<file path="src/rtl/car_lane.sv">
// car_lane: one lane of cars scrolling across a frog-crossing playfield.
//
// Purpose
//   On a Load pulse the lane configuration is captured and the cars are
//   placed on a circular track one per frame. The lane then moves every
//   valid car by a sub-pixel speed each frame (while not paused).
//   Track coordinates run 0..TRACK_LEN-1 and screen X = track - CAR_W, so a
//   car can slide fully off either edge of the screen before it wraps.
//
// Ports
//   frame_clk    in   one rising edge per video frame (sole clock)
//   Reset_n      in   asynchronous active-low reset
//   Load         in   single-cycle pulse: capture config, start placement
//   Number_Cars  in   active car count minus 1
//   Gap_Size     in   pixel gap between adjacent cars
//   Speed        in   quarter-pixels per frame
//   Direction    in   1 = rightward (track increases), 0 = leftward
//   Pause        in   level, freezes motion while high
//   Frog_X       in   frog left edge, screen coordinates
//   Car_T        out  per-car left edge, track coordinates
//   Car_Valid    out  per-car active flag
//   Load_Done    out  one-cycle pulse on the cycle the lane enters RUN
//   Frog_Hit     out  registered overlap of the frog with any valid car
//
// Handshake: Load has no ready. Any Load (in any state) restarts placement
// on the next edge and wins over Pause; no other input changes the latched
// configuration.
module car_lane #(
    parameter int NUM_CARS = 4,
    parameter int SCREEN_W = 640,
    parameter int CAR_W    = 64,
    parameter int FROG_W   = 32,
    parameter int X_W      = 11,
    parameter int NC_W     = (NUM_CARS > 1) ? $clog2(NUM_CARS) : 1
) (
    input  logic                               frame_clk,
    input  logic                               Reset_n,
    input  logic                               Load,
    input  logic [NC_W-1:0]                    Number_Cars,
    input  logic [7:0]                         Gap_Size,
    input  logic [4:0]                         Speed,
    input  logic                               Direction,
    input  logic                               Pause,
    input  logic [X_W-1:0]                     Frog_X,
    output logic [NUM_CARS-1:0][X_W-1:0]       Car_T,
    output logic [NUM_CARS-1:0]                Car_Valid,
    output logic                               Load_Done,
    output logic                               Frog_Hit
);

    localparam int TRACK_LEN = SCREEN_W + CAR_W;
    localparam logic [X_W:0] TRACK_X = (X_W+1)'(TRACK_LEN);
    localparam logic [X_W:0] CAR_X   = (X_W+1)'(CAR_W);
    localparam logic [X_W:0] FROG_XW = (X_W+1)'(FROG_W);

    typedef enum logic [1:0] {IDLE, PLACE, RUN, HOLD} state_t;
    state_t state, state_nxt;

    // latched configuration
    logic [NC_W-1:0] num_r;
    logic [7:0]      gap_r;
    logic [4:0]      speed_r;
    logic            dir_r;

    logic [1:0]      frac;
    logic [NC_W-1:0] place_idx;
    logic [X_W-1:0]  place_pos;   // track position of the car placed next

    // ---------------- FSM ----------------
    always_ff @(posedge frame_clk or negedge Reset_n) begin
        if (!Reset_n) state <= IDLE;
        else          state <= state_nxt;
    end

    always_comb begin
        state_nxt = state;
        case (state)
            IDLE:    state_nxt = IDLE;
            PLACE:   if (place_idx == num_r) state_nxt = RUN;
            RUN:     if (Pause)  state_nxt = HOLD;
            HOLD:    if (!Pause) state_nxt = RUN;
            default: state_nxt = IDLE;
        endcase
        if (Load) state_nxt = PLACE;
    end

    // ---------------- datapath combinational ----------------
    logic [5:0]     sum;
    logic [X_W:0]   step_ext;
    logic           move_en;
    logic [X_W:0]   stride, pos_sum;
    logic [X_W-1:0] pos_nxt;
    logic [X_W:0]   frog_f, t_ext, r_sum;
    logic [X_W-1:0] moved_t [NUM_CARS];
    logic [NUM_CARS-1:0] overlap;

    always_comb begin
        sum      = {4'd0, frac} + {1'b0, speed_r};
        step_ext = (X_W+1)'(sum[5:2]);
        // Pause freezes the frame it is seen, even before the FSM reaches HOLD.
        move_en  = (state == RUN) && !Pause && !Load;

        // CAR_W + 255 is well below TRACK_LEN, so one conditional subtract
        // keeps the running placement position reduced mod TRACK_LEN.
        stride   = CAR_X + (X_W+1)'(gap_r);
        pos_sum  = {1'b0, place_pos} + stride;
        pos_nxt  = (pos_sum >= TRACK_X) ? X_W'(pos_sum - TRACK_X) : X_W'(pos_sum);

        // Frog converted to track coordinates.
        frog_f   = (X_W+1)'(Frog_X) + CAR_X;

        t_ext    = '0;
        r_sum    = '0;
        for (int i = 0; i < NUM_CARS; i++) begin
            t_ext = {1'b0, Car_T[i]};
            if (dir_r) begin
                r_sum = t_ext + step_ext;
                moved_t[i] = (r_sum >= TRACK_X) ? X_W'(r_sum - TRACK_X) : X_W'(r_sum);
            end else begin
                r_sum = (t_ext < step_ext) ? (t_ext + TRACK_X - step_ext) : (t_ext - step_ext);
                moved_t[i] = X_W'(r_sum);
            end
            overlap[i] = Car_Valid[i] && (frog_f < t_ext + CAR_X) && (t_ext < frog_f + FROG_XW);
        end
    end

    // ---------------- datapath registers ----------------
    always_ff @(posedge frame_clk or negedge Reset_n) begin
        if (!Reset_n) begin
            Car_T     <= '0;
            Car_Valid <= '0;
            Load_Done <= 1'b0;
            Frog_Hit  <= 1'b0;
            num_r     <= '0;
            gap_r     <= '0;
            speed_r   <= '0;
            dir_r     <= 1'b0;
            frac      <= '0;
            place_idx <= '0;
            place_pos <= '0;
        end else begin
            Load_Done <= (state == PLACE) && (state_nxt == RUN);
            // Evaluated on the positions before this frame's move.
            Frog_Hit  <= ((state == RUN) || (state == HOLD)) && !Load && (|overlap);

            if (Load) begin
                num_r     <= Number_Cars;
                gap_r     <= Gap_Size;
                speed_r   <= Speed;
                dir_r     <= Direction;
                frac      <= '0;
                place_idx <= '0;
                place_pos <= '0;
            end else if (state == PLACE) begin
                if (place_idx == '0) begin
                    for (int i = 0; i < NUM_CARS; i++) begin
                        if (i > int'(num_r)) begin
                            Car_T[i]     <= '0;
                            Car_Valid[i] <= 1'b0;
                        end
                    end
                end
                Car_T[place_idx]     <= place_pos;
                Car_Valid[place_idx] <= 1'b1;
                place_idx            <= place_idx + 1'b1;
                place_pos            <= pos_nxt;
            end else if (move_en) begin
                frac <= sum[1:0];
                for (int i = 0; i < NUM_CARS; i++) begin
                    if (Car_Valid[i]) Car_T[i] <= moved_t[i];
                end
            end
        end
    end

endmodule

</file>
<file path="config.mk">
export PLATFORM = sky130hd
export DESIGN_NAME = car_lane
export DESIGN_NICKNAME = d
export VERILOG_FILES = /design/src/rtl/car_lane.sv
export SDC_FILE = /design/constraint.sdc
export NUM_CORES = 1
export LEC_CHECK = 0
export CORE_MARGIN = 2
export CORE_UTILIZATION = 62
export CTS_CLUSTER_DIAMETER = 100
export DETAILED_ROUTE_END_ITERATION = 7
export PLACE_DENSITY = 0.89
export SLEW_MARGIN = 30
export SYNTH_ARGS = -nofsm -noshare
export SYNTH_HDL_FRONTEND = slang
export SYNTH_SLANG_ARGS = --single-unit
</file>
<file path="constraint.sdc">
create_clock -name frame_clk -period 4.8 [get_ports frame_clk]
set_input_delay 0.96 -clock frame_clk [delete_from_list [all_inputs] [get_ports frame_clk]]
set_output_delay 0.96 -clock frame_clk [all_outputs]
set_load 0.05 [all_outputs]
</file>
==> summary.md <==
| Metric | Value |
|---|---|
| Status | finished with violations |
| Violated checks | design-rule violations |
| Achievable Freq | 228 MHz |
| Chain of cells forming the critical path | ha_1, inv_1, fa_1, nand3b_1, xnor2_1, buf_4, inv_1, ha_1, nand3b_1, a211o_1, nand4_1, nand2_1, o211ai_1, a21oi_1, a311oi_1, a21oi_1 |
| Setup WS pre-CTS | around 0.37 ns |
| Total of endpoints with negative setup slack in the final report | 0 |
| Final routed wirelength across all metal layers | between 30000 and 40000 um |
| Power share of the combinational group | 72.3% |
| Synth-to-Final Area Change | 11.4% |
| Worst slew margin relative to its limit | 37.4% |
| Fraction of the mapped netlist area in compound gates | about 23% |
| Number of cells traversed by the worst register-to-register path | 16 |
| Final ANT Viol Nets | 0 |
| Total Routing Usage GR | a little under two fifths |
| Worst supply voltage drop on vdd | 0.537 mV |
| Post-synth EDFFs | 0 |
| Internal power | 3.89 mW |
| Setup_tns | 0 ns |
| Routed wirelength normalized by instance count | 21.6 um |
| Count of warnings emitted by yosys | 0 |
| # nets final | 1770 |
| Largest net degree at the start of global routing | 63 |
| Cell taking the most area after synthesis | sky130_fd_sc_hd__ha_1 |
| Worst r2r dst | Car_T[25] |
| Number of setup buffers added after CTS | 0 |
| R2r startpoint | speed_r[0] |
| Global-route wire length before repair | 59000 um |
| First DRT Iteration DRCs | 1177 |
| Post-Synth Simple-Gate Area | 15.9% |
| Synth top area share | a little under a quarter |
| Buffers on Ports | 80 |
| Setup clock skew after layout | 0.00819 ns |
| Footprint of the flip-flops and latches | 2080 sq um |
| Final Critical Period | 4.39 ns |
| Data required, critical path | 5.01 ns |
| Mapped Avg Cell Area | 8.12 sq um |
| Critical path capture point type | flop |
| Syn Std Cell Area | 11700 sq um |
| Worst-case register-to-register setup slack | 0.41 ns |
| Number of fill cells | 1473 |
| Worst min-delay path class | reg -> reg |
| Number of global-route vias before repair | 11000 |
| Post-synthesis net count | around 1700 |
| Switching part of the total power | 56.4% |
| Net switching power | 5.02 mW |
| I/O pin count | 81 |
| Number of synthesized register bits | between 80 and 90 |
| Total via count in the routed design | 11600 |
| Initial core utilization | a little over three fifths |
| Dominant combinational cell family by area after synthesis | adder cells |
| Critical Setup Path Class | reg -> reg |
| Transition time at the pin with the least slew margin | 0.938 ns |
| Placed instance count | roughly 1700 |
| Final hold vios | 0 |
| Highest fanout seen on the critical path | 12 |
| Power share of the sequential group | a little under a fifth |
| Data arrival at the endpoint of the critical path | between 4 and 5 ns |
| Post-DP HPWL | 27500 um |
| CTS tree | yes |
| RSZ-0062 raised after global routing | false |
| Start point of the worst min-delay path | gap_r[3] |
| Cell count after synthesis | 1443 |
| Final Max Tran Viols | 0 |
| Worst Hold Path EP | gap_r[3] |
| Share of cell area taken by muxes after synthesis | 2.49% |
| Number of cell rows | 50 |
| Maxcap violations | 0 |
| Portion of the post-synthesis area used by sequential elements | 17.7% |
| Area contributors post-synth | sky130_fd_sc_hd__ha_1 (23%), sky130_fd_sc_hd__dfrtp_1 (18%), sky130_fd_sc_hd__xnor2_1 (5.8%), sky130_fd_sc_hd__a21oi_1 (5.5%), sky130_fd_sc_hd__inv_1 (4.3%) |
| Number of antenna violations at the first check in global routing | 1 |
| Global placer's final weighted congestion | between 1 and 1.5 |
| Length of the first detailed-routing pass in iterations | 8 |
| Clock network fraction of total power | 8.8% |
| Vias per cell | 6.65 |
| Most common flop cell mapped by yosys | sky130_fd_sc_hd__dfrtp_1 |
| Area of the placeable core | 18600 sq um |
| Pwr dens | 683 nW/um^2 |
| GRT Residual Overflow | 0 |
| Buffer depth of the longest clock path | 2 |
| Share of synthesized registers carrying an async set or reset | 100% |
| Number of clock sinks | 83 |
| XOR/XNOR Fraction of Synth Area | 7.62% |
| Cell area after placement | 12700 sq um |
| Combined area of the multi-input logic cells | 8900 sq um |
| Adder-Cell Fraction of Synth Area | 26.7% |
| CTS clock-pin slew for the worst setup and hold paths | 0.07 ns |
| Clock buffer count from CTS | 9 |
| Clock root buffer | sky130_fd_sc_hd__clkbuf_16 |
| Synth cell types | 74 |
| Min-Delay Path Depth | 1 |
| Post-route insts no fill | 1742 |
| Final critical-path share of the clock period | approximately nine tenths |
| Startpoint type of the worst setup path | flop |
| Deepest level of the CTS H-tree | 3 |
| Overall power after layout | 8.91 mW |
| Post-route design area | 13100 sq um |
| Height of the die | 141 um |
| Die area | 20000 sq um |
| Fraction of final layout cells sized beyond drive strength 1 | 4.64% |
| Slowest cell on the critical path | sky130_fd_sc_hd__ha_1 |
| Leakage power | roughly 6 nW |
| Biggest cell delay along the critical path | 0.44 ns |
| Floorplan die width | ~140 um |
| Setup WS post-layout | 0.407 ns |
| Skew-Pair Late Insertion Delay | 0.37 ns |
| Number of remaining DRC errors | 1 |
## per-stage QoR
stage               hold slack, ns  utilization [%]
CTS                          0.523             69.9
detailed placement           0.508             68.2
global placement             0.497             68.2
floorplan                    0.487                -
finish                       0.523             70.0
global route                 0.539             70.0
## sequential cells by signal (all words and copies together) (netlist names), 2 cells and up
name / count
speed_r: 5
num_r: 2
frac: 2
place_idx: 2
state: 2
place_pos: 11
Car_T: 44
Car_Valid: 4
gap_r: 8
## critical path, delay by kind of cell (launching register included)
kind | cells | cell delay, ns
buf+inv | 3 | 0.49
fa+ha+maj | 3 | 1.05
xor+xnor | 1 | 0.33
compound gates | 5 | 1.08
flops | 1 | 0.37
simple gates | 4 | 0.93
## Yosys cell counts, types with 22 or more instances
cell type                  count
sky130_fd_sc_hd__ha_1        215
sky130_fd_sc_hd__inv_1       134
sky130_fd_sc_hd__a21oi_1     129
sky130_fd_sc_hd__nand2_1     116
sky130_fd_sc_hd__nor2_1       90
sky130_fd_sc_hd__o21ai_0      84
sky130_fd_sc_hd__dfrtp_1      83
sky130_fd_sc_hd__xnor2_1      78
sky130_fd_sc_hd__nand3_1      43
sky130_fd_sc_hd__clkbuf_1     41
sky130_fd_sc_hd__a31oi_1      26
sky130_fd_sc_hd__nor3_1       24
sky130_fd_sc_hd__xor2_1       24
sky130_fd_sc_hd__nor2b_1      23
sky130_fd_sc_hd__o211ai_1     23
sky130_fd_sc_hd__a211oi_1     22
sky130_fd_sc_hd__fa_1         22
## worst max path at each step
stage / cells after the start / endpoint / startpoint
2_1_floorplan: 17 / Car_T[7] / speed_r[0]
3_3_place_gp: 17 / Car_T[7] / speed_r[0]
3_5_place_dp: 17 / Car_T[7] / speed_r[0]
4_1_cts: 17 / Car_T[7] / speed_r[0]
5_1_grt: 17 / Car_T[7] / speed_r[0]
6_report: 16 / Car_T[25] / speed_r[0]
## kinds of logic (layout without fill, tap and decap cells)
group           Yosys count  in the layout
xor+xnor                102            102
compound gates          420            420
fa+ha+maj               237            237
simple gates            386            386
flops                    83             83
buf+inv                 188            252
mux                      27             27
other cells               0              1
## power by group through the flow
stage          sequential [mW]  combinational, mW  clock [mW]
3_5_place_dp              1.65               6.25           0
2_1_floorplan             1.85               4.30           0
4_1_cts                   1.64               6.32       0.792
6_report                  1.69               6.44       0.786
5_1_grt                   1.69               7.07       0.810
3_3_place_gp              1.65               6.05           0
## area by class of cell
cell class | count | share of cell area [%]
sequential | 83 | 15.9
tap | 234 | 2.24
multi-input combinational | 1172 | 68.1
timing repair buffer | 101 | 7.33
antenna | 1 | 0.0192
inverter | 135 | 3.88
clock buffer | 9 | 1.73
clock inverter | 7 | 0.738
## layout by cell type, fill, tap and decap left out, types with 4 or more instances in the layout
cell type                         netlist  final
sky130_fd_sc_hd__nor2_1                90     90
sky130_fd_sc_hd__fa_1                  22     22
sky130_fd_sc_hd__a211oi_1              22     22
sky130_fd_sc_hd__o21ai_0               84     84
sky130_fd_sc_hd__and2_1                 4      4
sky130_fd_sc_hd__nand2_1              116    116
sky130_fd_sc_hd__a31oi_1               26     26
sky130_fd_sc_hd__o2111ai_1              6      6
sky130_fd_sc_hd__nand3b_1               5      5
sky130_fd_sc_hd__nand2b_1              17     16
sky130_fd_sc_hd__o21a_1                11     11
sky130_fd_sc_hd__a21o_1                20     20
sky130_fd_sc_hd__a311oi_1               6      6
sky130_fd_sc_hd__xnor2_1               78     78
sky130_fd_sc_hd__nor4_1                10     10
sky130_fd_sc_hd__o211ai_1              23     23
sky130_fd_sc_hd__o21bai_1              17     17
sky130_fd_sc_hd__o221ai_1               6      6
sky130_fd_sc_hd__xor2_1                24     24
sky130_fd_sc_hd__nor3_1                24     24
sky130_fd_sc_hd__and3_1                11     11
sky130_fd_sc_hd__a21oi_1              129    129
sky130_fd_sc_hd__dfrtp_1               83     83
sky130_fd_sc_hd__ha_1                 215    215
sky130_fd_sc_hd__inv_1                134    134
sky130_fd_sc_hd__a22oi_1                6      6
sky130_fd_sc_hd__nor2b_1               23     22
sky130_fd_sc_hd__a2111o_1               5      5
sky130_fd_sc_hd__a2111oi_0             10     10
sky130_fd_sc_hd__clkbuf_16              0      9
sky130_fd_sc_hd__buf_4                  0     22
sky130_fd_sc_hd__a32oi_1                4      4
sky130_fd_sc_hd__a211o_1                7      7
sky130_fd_sc_hd__mux2_2                17     17
sky130_fd_sc_hd__nand3_1               43     43
sky130_fd_sc_hd__mux2i_1               10     10
sky130_fd_sc_hd__or3_1                  8      8
sky130_fd_sc_hd__nand4_1               15     15
sky130_fd_sc_hd__clkdlybuf4s50_1        0     78
sky130_fd_sc_hd__or4_1                  8      8
## timing repair
action                                  4_1_cts  5_1_grt
hold buffers                                  0        0
endpoints found under the setup margin        0        1
gates resized for setup                       0        1
## routing by layer
metal	vias up	global-route usage [%]	wire (um)
li1	5295	-	-
met1	5394	48.5	14700
met2	737	59.8	16600
met3	160	6.31	3870
met4	0	22.0	2400
met5	-	0	0
Power figures use the tool's default switching activity.
